**src/rtl/mem_port_arbiter_if.sv**
```systemverilog
// Bundle of the fetch port, data port and memory-side signals shared by the
// memory port arbiter and whatever drives/observes it.
interface mem_port_arbiter_if #(
    parameter int ADDR_WIDTH = 8
);
    logic                  f_req;
    logic [ADDR_WIDTH-1:0] f_addr;
    logic [31:0]           f_rdata;
    logic                  f_done;

    logic                  d_req;
    logic [ADDR_WIDTH-1:0] d_addr;
    logic [31:0]           d_wdata;
    logic [3:0]            d_wmask;
    logic [31:0]           d_rdata;
    logic                  d_done;

    logic [ADDR_WIDTH-1:0] mem_addr;
    logic [31:0]           mem_wdata;
    logic [3:0]            mem_wmask;
    logic                  mem_rstrb;
    logic [31:0]           mem_rdata;

    logic [1:0]            grant;

    modport slave (
        input  f_req, f_addr, d_req, d_addr, d_wdata, d_wmask, mem_rdata,
        output f_rdata, f_done, d_rdata, d_done,
               mem_addr, mem_wdata, mem_wmask, mem_rstrb, grant
    );

    modport master (
        output f_req, f_addr, d_req, d_addr, d_wdata, d_wmask, mem_rdata,
        input  f_rdata, f_done, d_rdata, d_done,
               mem_addr, mem_wdata, mem_wmask, mem_rstrb, grant
    );
endinterface

```
**src/rtl/mem_port_arbiter.sv**
```systemverilog
// Serialises instruction-fetch and load/store accesses onto one word-addressed
// memory with 1-cycle read latency, steering read data back to the winner.
module mem_port_arbiter #(
    parameter int ADDR_WIDTH = 8,
    parameter bit FAIR       = 1'b1
) (
    input  logic               clk,
    input  logic               reset,
    mem_port_arbiter_if.slave  bus
);
    typedef enum logic [1:0] {S_IDLE, S_ISSUE, S_WAIT, S_DONE} state_t;

    state_t                state_q, state_d;
    logic [1:0]            grant_q, grant_d;
    logic                  last_data_q, last_data_d;
    logic [ADDR_WIDTH-1:0] addr_q, addr_d;
    logic [31:0]           wdata_q, wdata_d;
    logic [3:0]            wmask_q, wmask_d;
    logic [31:0]           f_rdata_q, f_rdata_d;
    logic [31:0]           d_rdata_q, d_rdata_d;
    logic                  pick_data;

    always_ff @(posedge clk or negedge reset) begin
        if (!reset) begin
            state_q     <= S_IDLE;
            grant_q     <= 2'b00;
            last_data_q <= 1'b1;
            addr_q      <= '0;
            wdata_q     <= '0;
            wmask_q     <= '0;
            f_rdata_q   <= '0;
            d_rdata_q   <= '0;
        end else begin
            state_q     <= state_d;
            grant_q     <= grant_d;
            last_data_q <= last_data_d;
            addr_q      <= addr_d;
            wdata_q     <= wdata_d;
            wmask_q     <= wmask_d;
            f_rdata_q   <= f_rdata_d;
            d_rdata_q   <= d_rdata_d;
        end
    end

    always_comb begin
        state_d     = state_q;
        grant_d     = grant_q;
        last_data_d = last_data_q;
        addr_d      = addr_q;
        wdata_d     = wdata_q;
        wmask_d     = wmask_q;
        f_rdata_d   = f_rdata_q;
        d_rdata_d   = d_rdata_q;
        // On conflict the data port wins unless fair mode and data went last.
        pick_data   = bus.d_req && (!bus.f_req || !FAIR || !last_data_q);

        case (state_q)
            S_IDLE: begin
                if (bus.f_req || bus.d_req) begin
                    grant_d     = pick_data ? 2'b10 : 2'b01;
                    last_data_d = pick_data;
                    addr_d      = pick_data ? bus.d_addr  : bus.f_addr;
                    wdata_d     = pick_data ? bus.d_wdata : 32'h0;
                    wmask_d     = pick_data ? bus.d_wmask : 4'b0000;
                    state_d     = S_ISSUE;
                end
            end
            S_ISSUE: state_d = S_WAIT;
            S_WAIT: begin
                if (wmask_q == 4'b0000) begin
                    if (grant_q[1]) d_rdata_d = bus.mem_rdata;
                    else            f_rdata_d = bus.mem_rdata;
                end
                state_d = S_DONE;
            end
            S_DONE: begin
                grant_d = 2'b00;
                state_d = S_IDLE;
            end
            default: state_d = S_IDLE;
        endcase
    end

    // Strobes decode from state so an async reset removes them without a clock.
    assign bus.mem_addr  = addr_q;
    assign bus.mem_wdata = wdata_q;
    assign bus.mem_wmask = (state_q == S_ISSUE) ? wmask_q : 4'b0000;
    assign bus.mem_rstrb = (state_q == S_ISSUE) && (wmask_q == 4'b0000);
    assign bus.grant     = grant_q;
    assign bus.f_done    = (state_q == S_DONE) && grant_q[0];
    assign bus.d_done    = (state_q == S_DONE) && grant_q[1];
    assign bus.f_rdata   = f_rdata_q;
    assign bus.d_rdata   = d_rdata_q;
endmodule

```
**src/flat_wrapper.sv**
```systemverilog
// flat-port wrapper written by rule: the top's interface ports become plain ports
module mem_port_arbiter_flat 
#(
    parameter int ADDR_WIDTH = 8,
    parameter bit FAIR       = 1'b1
)
  (clk, reset, bus_f_req, bus_f_addr, bus_d_req, bus_d_addr, bus_d_wdata, bus_d_wmask, bus_mem_rdata, bus_f_rdata, bus_f_done, bus_d_rdata, bus_d_done, bus_mem_addr, bus_mem_wdata, bus_mem_wmask, bus_mem_rstrb, bus_grant);
  mem_port_arbiter_if #(.ADDR_WIDTH(ADDR_WIDTH)) bus_i ();
  input  logic clk;
  input  logic reset;
  input wire logic [$bits(bus_i.f_req)-1:0] bus_f_req;
  input wire logic [$bits(bus_i.f_addr)-1:0] bus_f_addr;
  input wire logic [$bits(bus_i.d_req)-1:0] bus_d_req;
  input wire logic [$bits(bus_i.d_addr)-1:0] bus_d_addr;
  input wire logic [$bits(bus_i.d_wdata)-1:0] bus_d_wdata;
  input wire logic [$bits(bus_i.d_wmask)-1:0] bus_d_wmask;
  input wire logic [$bits(bus_i.mem_rdata)-1:0] bus_mem_rdata;
  output wire logic [$bits(bus_i.f_rdata)-1:0] bus_f_rdata;
  output wire logic [$bits(bus_i.f_done)-1:0] bus_f_done;
  output wire logic [$bits(bus_i.d_rdata)-1:0] bus_d_rdata;
  output wire logic [$bits(bus_i.d_done)-1:0] bus_d_done;
  output wire logic [$bits(bus_i.mem_addr)-1:0] bus_mem_addr;
  output wire logic [$bits(bus_i.mem_wdata)-1:0] bus_mem_wdata;
  output wire logic [$bits(bus_i.mem_wmask)-1:0] bus_mem_wmask;
  output wire logic [$bits(bus_i.mem_rstrb)-1:0] bus_mem_rstrb;
  output wire logic [$bits(bus_i.grant)-1:0] bus_grant;
  assign bus_i.f_req = bus_f_req;
  assign bus_i.f_addr = bus_f_addr;
  assign bus_i.d_req = bus_d_req;
  assign bus_i.d_addr = bus_d_addr;
  assign bus_i.d_wdata = bus_d_wdata;
  assign bus_i.d_wmask = bus_d_wmask;
  assign bus_i.mem_rdata = bus_mem_rdata;
  assign bus_f_rdata = bus_i.f_rdata;
  assign bus_f_done = bus_i.f_done;
  assign bus_d_rdata = bus_i.d_rdata;
  assign bus_d_done = bus_i.d_done;
  assign bus_mem_addr = bus_i.mem_addr;
  assign bus_mem_wdata = bus_i.mem_wdata;
  assign bus_mem_wmask = bus_i.mem_wmask;
  assign bus_mem_rstrb = bus_i.mem_rstrb;
  assign bus_grant = bus_i.grant;
  mem_port_arbiter #(.ADDR_WIDTH(ADDR_WIDTH), .FAIR(FAIR)) u_core (.clk(clk), .reset(reset), .bus(bus_i));
endmodule
```
**config.mk**
```make
export PLATFORM = sky130hd
export DESIGN_NAME = mem_port_arbiter_flat
export DESIGN_NICKNAME = d
export VERILOG_FILES = /design/src/rtl/mem_port_arbiter_if.sv /design/src/rtl/mem_port_arbiter.sv /design/src/flat_wrapper.sv
export SDC_FILE = /design/constraint.sdc
export NUM_CORES = 1
export LEC_CHECK = 0
export ABC_AREA = 1
export CAP_MARGIN = 20
export CORE_ASPECT_RATIO = 1.5
export CORE_UTILIZATION = 38
export DETAILED_ROUTE_END_ITERATION = 6
export PLACE_DENSITY = 0.83
export SYNTH_ARGS = -nofsm -noshare
export SYNTH_HDL_FRONTEND = slang
export SYNTH_SLANG_ARGS = --single-unit
```
**constraint.sdc**
```tcl
create_clock -name clk -period 1.7 [get_ports clk]
set_clock_uncertainty 0.2 [all_clocks]
set_input_delay 0.34 -clock clk [delete_from_list [all_inputs] [get_ports clk]]
set_output_delay 0.34 -clock clk [all_outputs]
set_load 0.01 [all_outputs]
```
# Word-level counts from Yosys, hierarchy flattened
# Cells that the tools add are included.
# W data, S select, Z words.
# word_totals
ff_bits,113
input_bits,88
word_cells,37
# classes
bitwise_logic,1
n_reduce_logical,15
eq_ne,4
n_mux,9
# ops
operator,n
$mux W32,1
$mux W4,2
$mux W8,1
$pmux W2 S4,1
$mux W2,3
$reduce_and A3 Y1,2
$eq A2 B2 Y1 const B,2
$logic_and A1 B1 Y1,4
$logic_not A4 Y1,1
$pmux W2 S2,1
$reduce_and A2 Y1,2
$eq A2 B1 Y1 const B,1
$logic_not A1 Y1,2
$logic_not A2 Y1,1
$logic_or A1 B1 Y1,2
$ne A2 B1 Y1 const B,1
$reduce_bool A2 Y1,1
$not A1 Y1,1

# Depth between registers and ports, before layout
# logic_depth
word_depth,6
mapped_depth,8
depth_no_buf,7

# Worst setup path before layout
# OpenSTA, ideal clock, no wires.
# synth_timing
kind,reg-to-reg
from,register u_core.state_q[0]
to,"register u_core.f_rdata_q[11], in the netlist u_core.bus.f_rdata[11]"
required_time_ps,1369
setup_slack_ps,123
arrival_time_ps,1247
stages_incl_launch_ff,9
period_less_slack_ps,1577
cell_sequence,dfrtp_1 > inv_1 > ha_1 > inv_1 > nor2_4 > nand3_4 > buf_2 > nand2_1 > o21ai_0
# synth_via
elab_chain_cells,2
# synth_lines
item,line_no,source
start: declaration,mem_port_arbiter.sv:13,"state_t state_q, state_d;"
start signal: assignment,mem_port_arbiter.sv:34,state_q <= state_d;
$eq A2 B2 Y1,mem_port_arbiter.sv:57,case (state_q)
$reduce_and A3 Y1 (no line),-,
end signal: assignment,mem_port_arbiter.sv:40,f_rdata_q <= f_rdata_d;
end: declaration,mem_port_arbiter.sv:19,"logic [31:0] f_rdata_q, f_rdata_d;"
# No other way between the ends.
# A chain may end at the register's enable or synchronous reset.

# Worst setup path in the final report
# layout_timing
from,register u_core.state_q[0]
to,"register u_core.f_rdata_q[0], in the netlist u_core.bus.f_rdata[0]"
# The elaborated chain is that of the path after synthesis.

==> impl_metrics.yaml <==
sta:
  slew-limit-headroom_pct: 78.12
  max_slew.worst_pin.slew_ns: 0.3282
  fin_hold_ws_ns: 0.1167
  rsz0062_at_grt: "true"
  hold_viol_final: 0
  setup_slack_ns: -0.2145
  finalCritPeriodShare_pct: 112.6
  setup_viol: 95
  max_freq_mhz: 522.3
  slew_viol_final: 0
  fin_crit_ns: 1.914
  fin_setup_tns_ns: -8.330
finish:
  regArea_um2: 2830
  n_fill_cell: 877
  final_nets: 891
  antenna_cells: 0
  layout.cells.non_filler: 964
  multi_input_area_um2: 1864
  drive_above_1_share_pct: 24.04
  syn2layout_area_growth_pct: 80.48
power_and_ir_drop:
  peakVddDrop_mv: 0.8309
  p_leak_nw: 4.471
  power.density_nw_per_um2: 1791
routing:
  vias: 4652
  vias_per_cell: 4.826
  wirelength_mm: 15.86
  drc_errors: 0
  antenna_left: 0
  wl_per_cell_um: 16.45
  dr.pass1.iters: 4
  drt-initial-drc-count: 210
clock_tree:
  numCtsBuffers: 17
  path_clk_slew_ns: 0.05
  clock_sinks: 113
  clock_path_buffers: 2
  cts_root_buf: "clkbuf_16"
  clkLatencyLatePin_ns: 0.40
  cts_tree: "built"
  h-tree-depth: 4
grt:
  grt_max_degree: 44
  first_global_vias: 4491
  overflow: 0
  grt_pass1_wl_mm: 21.52
  grt_usage_pct: 21.90
  antenna_found_initial: 0
synthesis:
  synth_edf_count: 0
  synth_top_area_share_pct: 59.91
  synth.area.top_cells: "dfrtp_1, nand2_1, nand3_1, o21ai_0, inv_1"
  syn_nets: 629
  yosysWarnings: 0
  synthCells: 536
  syn-cell-area_um2: 4678
  yosys.area.top_type: "dfrtp_1"
  ys_ff_latch: 113
  ys_seq_area_share_pct: 60.47
  synth_cell_types: 21
  async_flop_share_pct: 100.0
  synth_ff_type: "dfrtp_1"
  syn_area_per_cell_um2: 8.728
worst_setup_path:
  reg2reg_setup_slack_ns: -0.21
  critPathKind: "register to register"
  endpoint_kind: "register"
  r2r-end: "u_core.bus.f_rdata[0]"
  r2r-start: "u_core.state_q[0]"
  r2r_cells: 10
  crit_required_ns: 1.77
  cp_max_fo: 8
  worst_ep_arrival_time_ns: 1.99
  critPathLaunchType: "register"
floorplan:
  die_y_um: 137.9
  num_rows: 49
  fp.dieW_um: 92.60
  start_util_pct: 38.93
  dieArea_um2: 12770
  coreArea_um2: 12020
  io_pins: 201
placement:
  dpl.hpwl_mm: 9.323
  place_inst: 896
  post-place-ws_ns: -0.3226
  portBuffers: 200
  gp_congestion: 0.7952
job:
  max-cap-violations: 0
status:
  outcome: "complete, but fails checks"
  violations: "setup timing"
min_path:
  hold_class: "primary input to async pin"
-- cells in the mapped netlist, types with 2 or more instances --
cell type    n
nor2_4       3
nor2_1       2
buf_6        3
nand3_1     41
o21ai_0     35
inv_1       43
ha_1         5
buf_2        9
nor2_2       2
dfrtp_1    112
o211ai_1     2
clkbuf_1     7
nand2_1    257
buf_4        7
nand2_2      2
-- kinds of logic after synthesis --
family,after synthesis,synth area share [%]
flip-flops,113,60.47
buffers and inverters,70,6.900
adder cells (fa/ha/maj),5,1.337
AO/OA/AOI/OAI,39,4.359
AND/OR/NAND/NOR,309,26.93
-- routing by layer --
metal / vias to the layer above / wire length (um) / track usage [%]
met3: 43 / 829 / 4.825
met1: 2205 / 5490 / 24.12
met2: 224 / 8895 / 38.93
li1: 2180 / - / -
met5: - / 0 / 0
met4: 0 / 641 / 12.15
-- stage by stage --
step           cell area [um^2]  total power [mW]  utilization (%)
2_1_floorplan              4678             7.047                -
3_3_place_gp               7054             10.41            58.70
3_5_place_dp               7054             10.60            58.70
4_1_cts                    7669             13.52            63.82
5_1_grt                    8443             16.00            70.26
6_report                   8443             15.12            70.26
-- worst max-delay path by stage --
stage / start / end / slack, ns / depth (start not counted)
CTS: u_core.state_q[0] / bus_mem_wmask[1] / -0.18 / 5
global route: u_core.state_q[0] / u_core.bus.f_rdata[19] / -0.27 / 10
floorplan: u_core.state_q[0] / u_core.bus.f_rdata[11] / 0.12 / 8
detailed placement: u_core.state_q[1] / bus_mem_rstrb / -0.32 / 5
global placement: u_core.state_q[1] / bus_mem_rstrb / -0.23 / 5
finish: u_core.state_q[0] / u_core.bus.f_rdata[0] / -0.21 / 10
-- placed cells by master, fill, tap and decap left out, types with 2 or more instances in the layout --
cell             instances
inv_1                   35
o211ai_1                 2
nor2_2                   2
nand3_1                 40
dlygate4sd2_1          104
clkdlybuf4s50_1         86
clkbuf_1                 3
clkinv_2                 5
buf_4                   25
inv_2                    7
nand2_1                210
clkbuf_8                 2
clkinvlp_4               4
nand2_2                 34
clkbuf_16               29
o21ai_2                 17
o21ai_0                  4
buf_6                   20
clkdlybuf4s15_1          2
buf_12                  12
dfrtp_1                111
nand2_4                 15
ha_4                     4
o21ai_1                 15
nor2_4                   5
buf_8                    5
-- worst max-delay path, cell delays in order, from the launching register on --
cell and delay [ns]:
dfrtp_2 0.42, buf_6 0.14, inv_4 0.05, ha_4 0.13, clkinvlp_4 0.13, nor2_4 0.15, nand3_4 0.10, buf_12 0.17
clkbuf_16 0.16, nand2_2 0.06, o21ai_1 0.07
-- flip-flops by register name (all words and copies together), names as in the netlist --
register              count
u_core.bus.d_rdata       32
u_core.bus.f_rdata       32
u_core.bus.grant          2
u_core.bus.mem_addr       8
u_core.bus.mem_wdata     32
u_core.last_data_q        1
u_core.state_q            2
u_core.wmask_q            4
-- layout make-up --
type / instances / share of cell area, %
repair buffers: 268 / 33.58
clock buffers: 22 / 5.498
multi-input cells: 354 / 22.08
inverters: 44 / 2.030
flip-flops and latches: 113 / 33.52
clock inverters: 10 / 1.023
well taps: 153 / 2.267
-- power breakdown --
part | total [mW] | switching, mW | internal [mW]
Combinational | 7.16 | 3.58 | 3.59
Sequential | 4.69 | 0.790 | 3.90
Clock | 3.27 | 1.20 | 2.07
Total | 15.1 | 5.57 | 9.55
-- repair_timing --
action / CTS / global route
pin swaps: 6 / 10
gates cloned: 3 / 17
hold buffers: 1 / 0
hold endpoints to repair: 112 / 0
resized for setup: 168 / 137
setup endpoints to repair: 147 / 118
buffers inserted: 8 / 8
No activity file was read; power rests on OpenSTA's default activity.
